## config.mk

```make
export PLATFORM = sky130hd
export DESIGN_NAME = video_memport
export DESIGN_NICKNAME = d
export VERILOG_FILES = /design/src/rtl/video_memport_pkg.sv /design/src/rtl/video_memport_phase.sv /design/src/rtl/video_memport.sv
export SDC_FILE = /design/constraint.sdc
export NUM_CORES = 1
export LEC_CHECK = 0
export ABC_CLOCK_PERIOD_IN_PS = 1500
export BUFFER_PORTS_ARGS = -buffer_cell sky130_fd_sc_hd__buf_2
export CAP_MARGIN = 20
export CORE_MARGIN = 2
export CORE_UTILIZATION = 42
export DETAILED_ROUTE_END_ITERATION = 12
export GPL_TIMING_DRIVEN = 0
export PLACE_DENSITY = 0.84
export SYNTH_ARGS = -nofsm -noshare
export SYNTH_HDL_FRONTEND = slang
export SYNTH_SLANG_ARGS = --single-unit
```

## constraint.sdc

```tcl
create_clock -name clk -period 1.5 [get_ports clk]
set_input_delay 0.075 -clock clk [delete_from_list [all_inputs] [get_ports clk]]
set_output_delay 0.075 -clock clk [all_outputs]
set_load 0.005 [all_outputs]
```

## src/rtl/video_memport_pkg.sv

```systemverilog
`default_nettype none
// ============================================================================
//  Module  : video_memport_pkg
//  Brief   : Shared encodings for the video memory port: bandwidth codes,
//            DRAM cycle phase indices, cycle ownership and slot decode.
//  Rev     : 1.0  initial release
// ============================================================================
package video_memport_pkg;

    localparam logic [1:0] BW_1_8 = 2'b00;
    localparam logic [1:0] BW_1_4 = 2'b01;
    localparam logic [1:0] BW_1_2 = 2'b10;
    localparam logic [1:0] BW_1_1 = 2'b11;

    localparam logic [1:0] PH_CBEG = 2'd0;
    localparam logic [1:0] PH_POST = 2'd1;
    localparam logic [1:0] PH_PRE  = 2'd2;
    localparam logic [1:0] PH_CEND = 2'd3;

    typedef enum logic [1:0] {
        OWN_IDLE = 2'd0,
        OWN_VID  = 2'd1,
        OWN_CPU  = 2'd2
    } own_e;

    // True when slot number nslot belongs to video at bandwidth bw.
    function automatic logic slot_is_video(input logic [1:0] bw, input logic [2:0] nslot);
        logic v;
        case (bw)
            BW_1_8:  v = (nslot == 3'd0);
            BW_1_4:  v = (nslot[1:0] == 2'd0);
            BW_1_2:  v = (nslot[0] == 1'b0);
            default: v = 1'b1;
        endcase
        return v;
    endfunction

endpackage
`default_nettype wire

```

## src/rtl/video_memport_phase.sv

```systemverilog
`default_nettype none
// ============================================================================
//  Module  : video_memport_phase
//  Brief   : 4-clk DRAM cycle phase generator with registered strobes, 8-cycle
//            slot counter and video-slot decode for the upcoming cycle.
//  Rev     : 1.0  initial release
// ============================================================================
module video_memport_phase
    import video_memport_pkg::*;
(
    input  logic       clk,
    input  logic       rst_n,
    input  logic [1:0] i_bw,
    output logic       o_cbeg,
    output logic       o_post_cbeg,
    output logic       o_pre_cend,
    output logic       o_cend,
    output logic       o_vslot
);

    logic [1:0] r_phase;
    logic [2:0] r_slot;
    logic       r_cbeg;
    logic       r_post_cbeg;
    logic       r_pre_cend;
    logic       r_cend;
    logic [2:0] w_nslot;

    // Reset parks at the cend position so the first edge after release
    // starts a fresh cycle in slot 0; the strobes themselves stay low.
    always_ff @(posedge clk or negedge rst_n) begin
        if (!rst_n) begin
            r_phase     <= PH_CEND;
            r_slot      <= 3'd7;
            r_cbeg      <= 1'b0;
            r_post_cbeg <= 1'b0;
            r_pre_cend  <= 1'b0;
            r_cend      <= 1'b0;
        end else begin
            r_phase     <= r_phase + 2'd1;
            r_cbeg      <= (r_phase == PH_CEND);
            r_post_cbeg <= (r_phase == PH_CBEG);
            r_pre_cend  <= (r_phase == PH_POST);
            r_cend      <= (r_phase == PH_PRE);
            if (r_phase == PH_CEND) begin
                r_slot <= r_slot + 3'd1;
            end
        end
    end

    assign w_nslot     = r_slot + 3'd1;
    assign o_vslot     = slot_is_video(i_bw, w_nslot);
    assign o_cbeg      = r_cbeg;
    assign o_post_cbeg = r_post_cbeg;
    assign o_pre_cend  = r_pre_cend;
    assign o_cend      = r_cend;

endmodule
`default_nettype wire

```

## src/rtl/video_memport.sv

```systemverilog
`default_nettype none
// ============================================================================
//  Module  : video_memport
//  Brief   : DRAM-side responder arbitrating each 4-clk DRAM cycle between
//            the video fetch port and CPU accesses, with read-data return.
//  Rev     : 1.0  initial release
// ============================================================================
module video_memport
    import video_memport_pkg::*;
#(
    parameter int AW = 21,
    parameter int DW = 16
) (
    input  logic          clk,
    input  logic          rst_n,
    output logic          cbeg,
    output logic          post_cbeg,
    output logic          pre_cend,
    output logic          cend,
    input  logic          video_go,
    input  logic [1:0]    video_bw,
    input  logic [AW-1:0] video_addr,
    output logic          video_next,
    output logic          video_strobe,
    output logic [DW-1:0] video_data,
    input  logic          cpu_req,
    input  logic          cpu_rnw,
    input  logic [AW-1:0] cpu_addr,
    input  logic [DW-1:0] cpu_wrdata,
    output logic          cpu_next,
    output logic          cpu_strobe,
    output logic [DW-1:0] cpu_rddata,
    output logic          dram_req,
    output logic          dram_rnw,
    output logic [AW-1:0] dram_addr,
    output logic [DW-1:0] dram_wrdata,
    input  logic [DW-1:0] dram_rddata
);

    logic          w_pre_cend;
    logic          w_cend;
    logic          w_vslot;

    own_e          r_state;
    own_e          r_pend;
    own_e          w_state_nxt;
    own_e          w_pend_nxt;

    logic [AW-1:0] r_addr;
    logic          r_rnw;
    logic [DW-1:0] r_wrdata;
    logic          r_vstrobe;
    logic          r_cstrobe;
    logic [DW-1:0] r_vdata;
    logic [DW-1:0] r_cdata;

    video_memport_phase u_phase (
        .clk         (clk),
        .rst_n       (rst_n),
        .i_bw        (video_bw),
        .o_cbeg      (cbeg),
        .o_post_cbeg (post_cbeg),
        .o_pre_cend  (w_pre_cend),
        .o_cend      (w_cend),
        .o_vslot     (w_vslot)
    );

    assign pre_cend = w_pre_cend;
    assign cend     = w_cend;

    // r_state owns the current DRAM cycle; r_pend is the owner chosen at
    // pre_cend for the cycle that starts after the coming cend.
    always_ff @(posedge clk or negedge rst_n) begin
        if (!rst_n) begin
            r_state <= OWN_IDLE;
            r_pend  <= OWN_IDLE;
        end else begin
            r_state <= w_state_nxt;
            r_pend  <= w_pend_nxt;
        end
    end

    always_comb begin
        w_state_nxt = r_state;
        w_pend_nxt  = r_pend;
        if (w_pre_cend) begin
            if (video_go && w_vslot) begin
                w_pend_nxt = OWN_VID;
            end else if (cpu_req) begin
                w_pend_nxt = OWN_CPU;
            end else begin
                w_pend_nxt = OWN_IDLE;
            end
        end
        if (w_cend) begin
            w_state_nxt = r_pend;
        end
    end

    always_comb begin
        dram_req   = (r_state != OWN_IDLE);
        video_next = w_cend && (r_pend == OWN_VID);
        cpu_next   = w_cend && (r_pend == OWN_CPU);
    end

    // Request latch and read return both happen on the edge that ends cend:
    // the finishing cycle's read data is captured while the next cycle's
    // request is taken from whichever port was granted.
    always_ff @(posedge clk or negedge rst_n) begin
        if (!rst_n) begin
            r_addr    <= '0;
            r_rnw     <= 1'b0;
            r_wrdata  <= '0;
            r_vstrobe <= 1'b0;
            r_cstrobe <= 1'b0;
            r_vdata   <= '0;
            r_cdata   <= '0;
        end else begin
            r_vstrobe <= w_cend && (r_state == OWN_VID);
            r_cstrobe <= w_cend && (r_state == OWN_CPU) && r_rnw;
            if (w_cend && (r_state == OWN_VID)) begin
                r_vdata <= dram_rddata;
            end
            if (w_cend && (r_state == OWN_CPU) && r_rnw) begin
                r_cdata <= dram_rddata;
            end
            if (w_cend) begin
                case (r_pend)
                    OWN_VID: begin
                        r_addr <= video_addr;
                        r_rnw  <= 1'b1;
                    end
                    OWN_CPU: begin
                        r_addr   <= cpu_addr;
                        r_rnw    <= cpu_rnw;
                        r_wrdata <= cpu_wrdata;
                    end
                    default: ;
                endcase
            end
        end
    end

    assign dram_rnw     = r_rnw;
    assign dram_addr    = r_addr;
    assign dram_wrdata  = r_wrdata;
    assign video_strobe = r_vstrobe;
    assign video_data   = r_vdata;
    assign cpu_strobe   = r_cstrobe;
    assign cpu_rddata   = r_cdata;

endmodule
`default_nettype wire
```

# After elaboration in Yosys (flattened, before gate mapping)
# Cells that the tools add are included.
[totals]
register_bits = 85
in_bits = 81
output_inout_bits = 79
[classes]
add_sub_neg = 2
eq_ne = 9
mux = 5
n_bitwise = 1
reduce_logical = 14
[op_table]
columns = ["operator", "count"]
rows = [
  ["21-bit case mux with 2 select lines", 1],
  ["2-bit == test (second input constant)", 5],
  ["2-bit by 1-bit == test with 1-bit output (second input constant)", 4],
  ["1-bit logical AND", 6],
  ["2-bit zero test", 3],
  ["2-bit 2-to-1 mux", 2],
  ["2-bit AND reduction", 2],
  ["2-bit nonzero test", 2],
  ["3-bit by 1-bit adder with 3-bit output (second input constant)", 1],
  ["3-bit zero test", 1],
  ["1-bit case mux with 3 select lines", 1],
  ["2-bit by 1-bit adder with 2-bit output (second input constant)", 1],
  ["1-bit case mux with 2 select lines", 1],
  ["1-bit inverter", 1],
]

# Depth between registers and ports, before layout
[logic_depth]
ltp_word = 5
ltp_mapped = 7

# Hierarchy
# From an unflattened synthesis, not the netlist that was laid out.
[hier_totals]
hier_cells = 222
area_unflattened_um2 = 3594.7
[by_module_without_submodules]
columns = ["module", "n_inst", "cells_each", "area_per_inst_um2", "seq_area_each_um2"]
rows = [
  ["video_memport", 1, 197, 3221.8, 1901.8],
  ["video_memport_phase", 1, 25, 372.9, 231.5],
]

# Least setup slack after synthesis
# No wires, ideal clock.
[synth_timing]
kind = "register -> register"
startpoint = "register r_pend[0]"
endpoint = "register r_wrdata[10] (netlist: dram_wrdata[10])"
setup_time_ps = 125
arrival_ps = 1281
required_time_ps = 1375
slack_ps = 94
path_stages_with_launch = 7
path_buffers = 2
synth_period_minus_slack_ps = 1406
cell_sequence = "dfrtp_1 -> inv_1 -> ha_1 -> buf_4 -> nand2_4 -> buf_6 -> mux2_4"
[synth_between]
elab_chain_cells = 2
[synth_rtl]
columns = ["element", "line", "rtl"]
rows = [
  ["from (decl)", "video_memport.sv:45", "own_e r_pend;"],
  ["from (signal assigned)", "video_memport.sv:79", "r_pend <= w_pend_nxt;"],
  ["2-bit == test", "video_memport.sv:128", "case (r_pend)"],
  ["2-bit AND reduction (no line)", "--", ""],
  ["to (signal assigned)", "video_memport.sv:136", "r_wrdata <= cpu_wrdata;"],
  ["to (decl)", "video_memport.sv:51", "logic [DW-1:0] r_wrdata;"],
]
# No other way between the ends.
# A chain may end at the register's enable or synchronous reset.

# Final worst setup path
[layout_timing]
startpoint = "register r_pend[0]"
endpoint = "register r_wrdata[7] (netlist: dram_wrdata[7])"
# The elaborated chain is that of the path after synthesis.

==> run summary <==
pin count of the biggest net entering global routing = 45
met1 GRT Util = 0.238
GRT Util Overall = 0.199
CTS sink cnt = 85
met3 usage in global routing = 0.0439
n_diodes = 0
Post-DP Area = 4490 sq um
DIE WIDTH = 95.8 microns
DP Cell Count = 577
RSZ-0062 raised after global routing = true
crit path DAT = 1.68 ns
global-route met2 utilization = 0.362
sequential area share after synthesis = 0.603
maximum vdd drop = 0.712 mV
Congestion Overflow GR = 0
Reg clk slew, reported paths = 0.09 ns
max cap viols = 0
top-level I/O count = 160
Seq cells post-synth = 85
setup violators final = 0
synthesized area = 3540 sq um
critical path fanouts, max = 4
Pwr Total = 0.00569 W
Routed Antenna Nets = 0
Cell variety after synth = 28
synth-to-layout area growth = 45.1%
Finished Cell Area = 5140 sq um
Req. time, crit path = 1.72 ns
port bufs = 159
area of the core = 8180 sq um
FP Rows = 33
drt pass-1 iters = 5
synthesized netlist cell count = 312
worst-skew pair later-pin latency = 0.34 ns
Setup crit end kind = flip-flop
Post-Syn Area per Cell = 11.3 sq um
fin nets = 613
maximum clock path buffer count = 2
first-pass GRT wire length = 14.1 mm
routed vias = 2986
fin crit period = 1.47 ns
most common library cell in the layout ignoring fill and taps = buf_2
Worst Skew = 0.0104 ns
vias in the first global route = 3029
# DRC = 0
Die H = 95.8 microns
Clk Tree Root Cell = clkbuf_8
Pleak = 2.82 nW
layout cells sized above 1 = 0.439
# H-tree levels = 3
Worst Hold Class = in -> reg
WS Path Type = reg -> reg
Final GP Congestion = 0.720
Synth Warn # = 0
routed wire length = 8.91 mm
crit share post-route = 0.977
detailed placement HPWL = 6.04 mm
number of DRC markers in iteration 0 = 64
status = finished clean
Final Util = 0.628
TritonCTS clock tree = done
grt peak-use layer = met2
initial core utilization = 0.433
pwr dens = 1110 nW/um^2
TritonCTS buffer count = 9
initial antenna violation count = 0
Die ar. = 9180 sq um
relative slew slack = 0.655
Fmax = 0.682 GHz
post-synthesis net count = 401
Vias/cell = 4.71
Layout Cells excl Fill = 634
most frequent cells in the layout = buf_2, nand2_1, dfrtp_1
final hold vios = 0
worst-margin pin slew = 0.517 ns
CP startpoint kind = flip-flop
routed length per instance = 14.1 microns
Slew Limit Fails = 0
flip-flops by register name, indices dropped and copies added (netlist names), 2 cells and up:
signal and cells:
u_phase.r_slot 3, r_pend 2, dram_addr 21, r_state 2, cpu_rddata 16, dram_wrdata 16, u_phase.r_phase 2, video_data 16
layout make-up:
| class | instances | area, sq um |
|---|---|---|
| flip-flops and latches | 85 | 2130 |
| multi-input cells | 206 | 1280 |
| well taps | 105 | 131 |
| inverters | 7 | 28.8 |
| fillers | 670 | 3040 |
| plain buffers | 13 | 135 |
| clock inverters | 7 | 73.8 |
| clock buffers | 9 | 124 |
| repair buffers | 202 | 1220 |
worst paths after layout:
kind,start,end,slack (ns),cells after the start
min in group asynchronous,rst_n,cpu_rddata[11]$_DFFE_PN0P_,0.25,2
min reg2reg,dram_addr[2]$_DFFE_PN0P_,dram_addr[2]$_DFFE_PN0P_,0.48,2
min,video_addr[7],dram_addr[7]$_DFFE_PN0P_,0.007,3
max reg2reg,r_pend[0]$_DFFE_PN0P_,dram_wrdata[7]$_DFFE_PN0P_,0.03,7
max,r_pend[0]$_DFFE_PN0P_,dram_wrdata[7]$_DFFE_PN0P_,0.03,7
max in group asynchronous,rst_n,u_phase.r_slot[0]$_DFFE_PN1P_,0.58,3
through the flow:
step | setup TNS [ns] | setup WS [ns] | hold WS [ns]
4_1_cts | 0 | 0.0122 | 0.0143
5_1_grt | -0.415 | -0.0557 | 0.0269
3_5_place_dp | -0.523 | -0.0594 | 0.0867
3_3_place_gp | -18.86 | -0.237 | 0.281
6_report | 0 | 0.0340 | 0.00671
2_1_floorplan | 0 | 0.0937 | -0.221
worst max-delay path, stage by stage (launching register included):
cell,delay (ns)
dfrtp_1,0.39
inv_1,0.06
ha_2,0.16
buf_6,0.12
nand2_8,0.05
buf_12,0.12
buf_4,0.15
mux2_4,0.29
per-layer routing:
layer  part of all wire  vias to the layer above
met3              0.070                        9
met5                  0                        -
met4             0.0085                        0
met1               0.39                     1433
met2               0.53                      117
li1                   -                     1427
logic make-up after synthesis:
group / synth area share
AOI/OAI and AO/OA: 0.0364
xor gates and xnor gates: 0.00742
adders and majority gates: 0.0283
buffers and inverters: 0.0403
DFF: 0.603
muxes: 0.133
and+or+nand+nor: 0.152
where the power goes:
group / internal [W] / switching (W) / total (W)
combinational: 0.000641 / 0.000519 / 0.00116
sequential: 0.00269 / 0.000226 / 0.00292
clock: 0.000779 / 0.000832 / 0.00161
cell usage after synthesis (all sizes together):
cell      n  area (sq um)
nand2   121           462
nor2      1          3.75
nor2b     1          6.26
dfrtp    80          2000
and2      1          6.26
dfstp     5           131
nand4b    1          23.8
xnor2     2          17.5
a211oi    1          7.51
o22ai     1          6.26
nand3b    1          20.0
nand2b    1          6.26
buf      14           114
nor3      1          5.00
ha        8           100
inv       7          28.8
mux2i    21           210
mux2     20           259
or2       1          6.26
xor2      1          8.76
o21ai    23           115
repair_timing:
action                                  CTS  global route
endpoints found under the setup margin   13            32
resized for setup                         7            21
hold buffers                             34             0
buffers inserted                          7             1
endpoints found under the hold margin    90             0
Note: power is estimated with default switching activity, not from simulation.
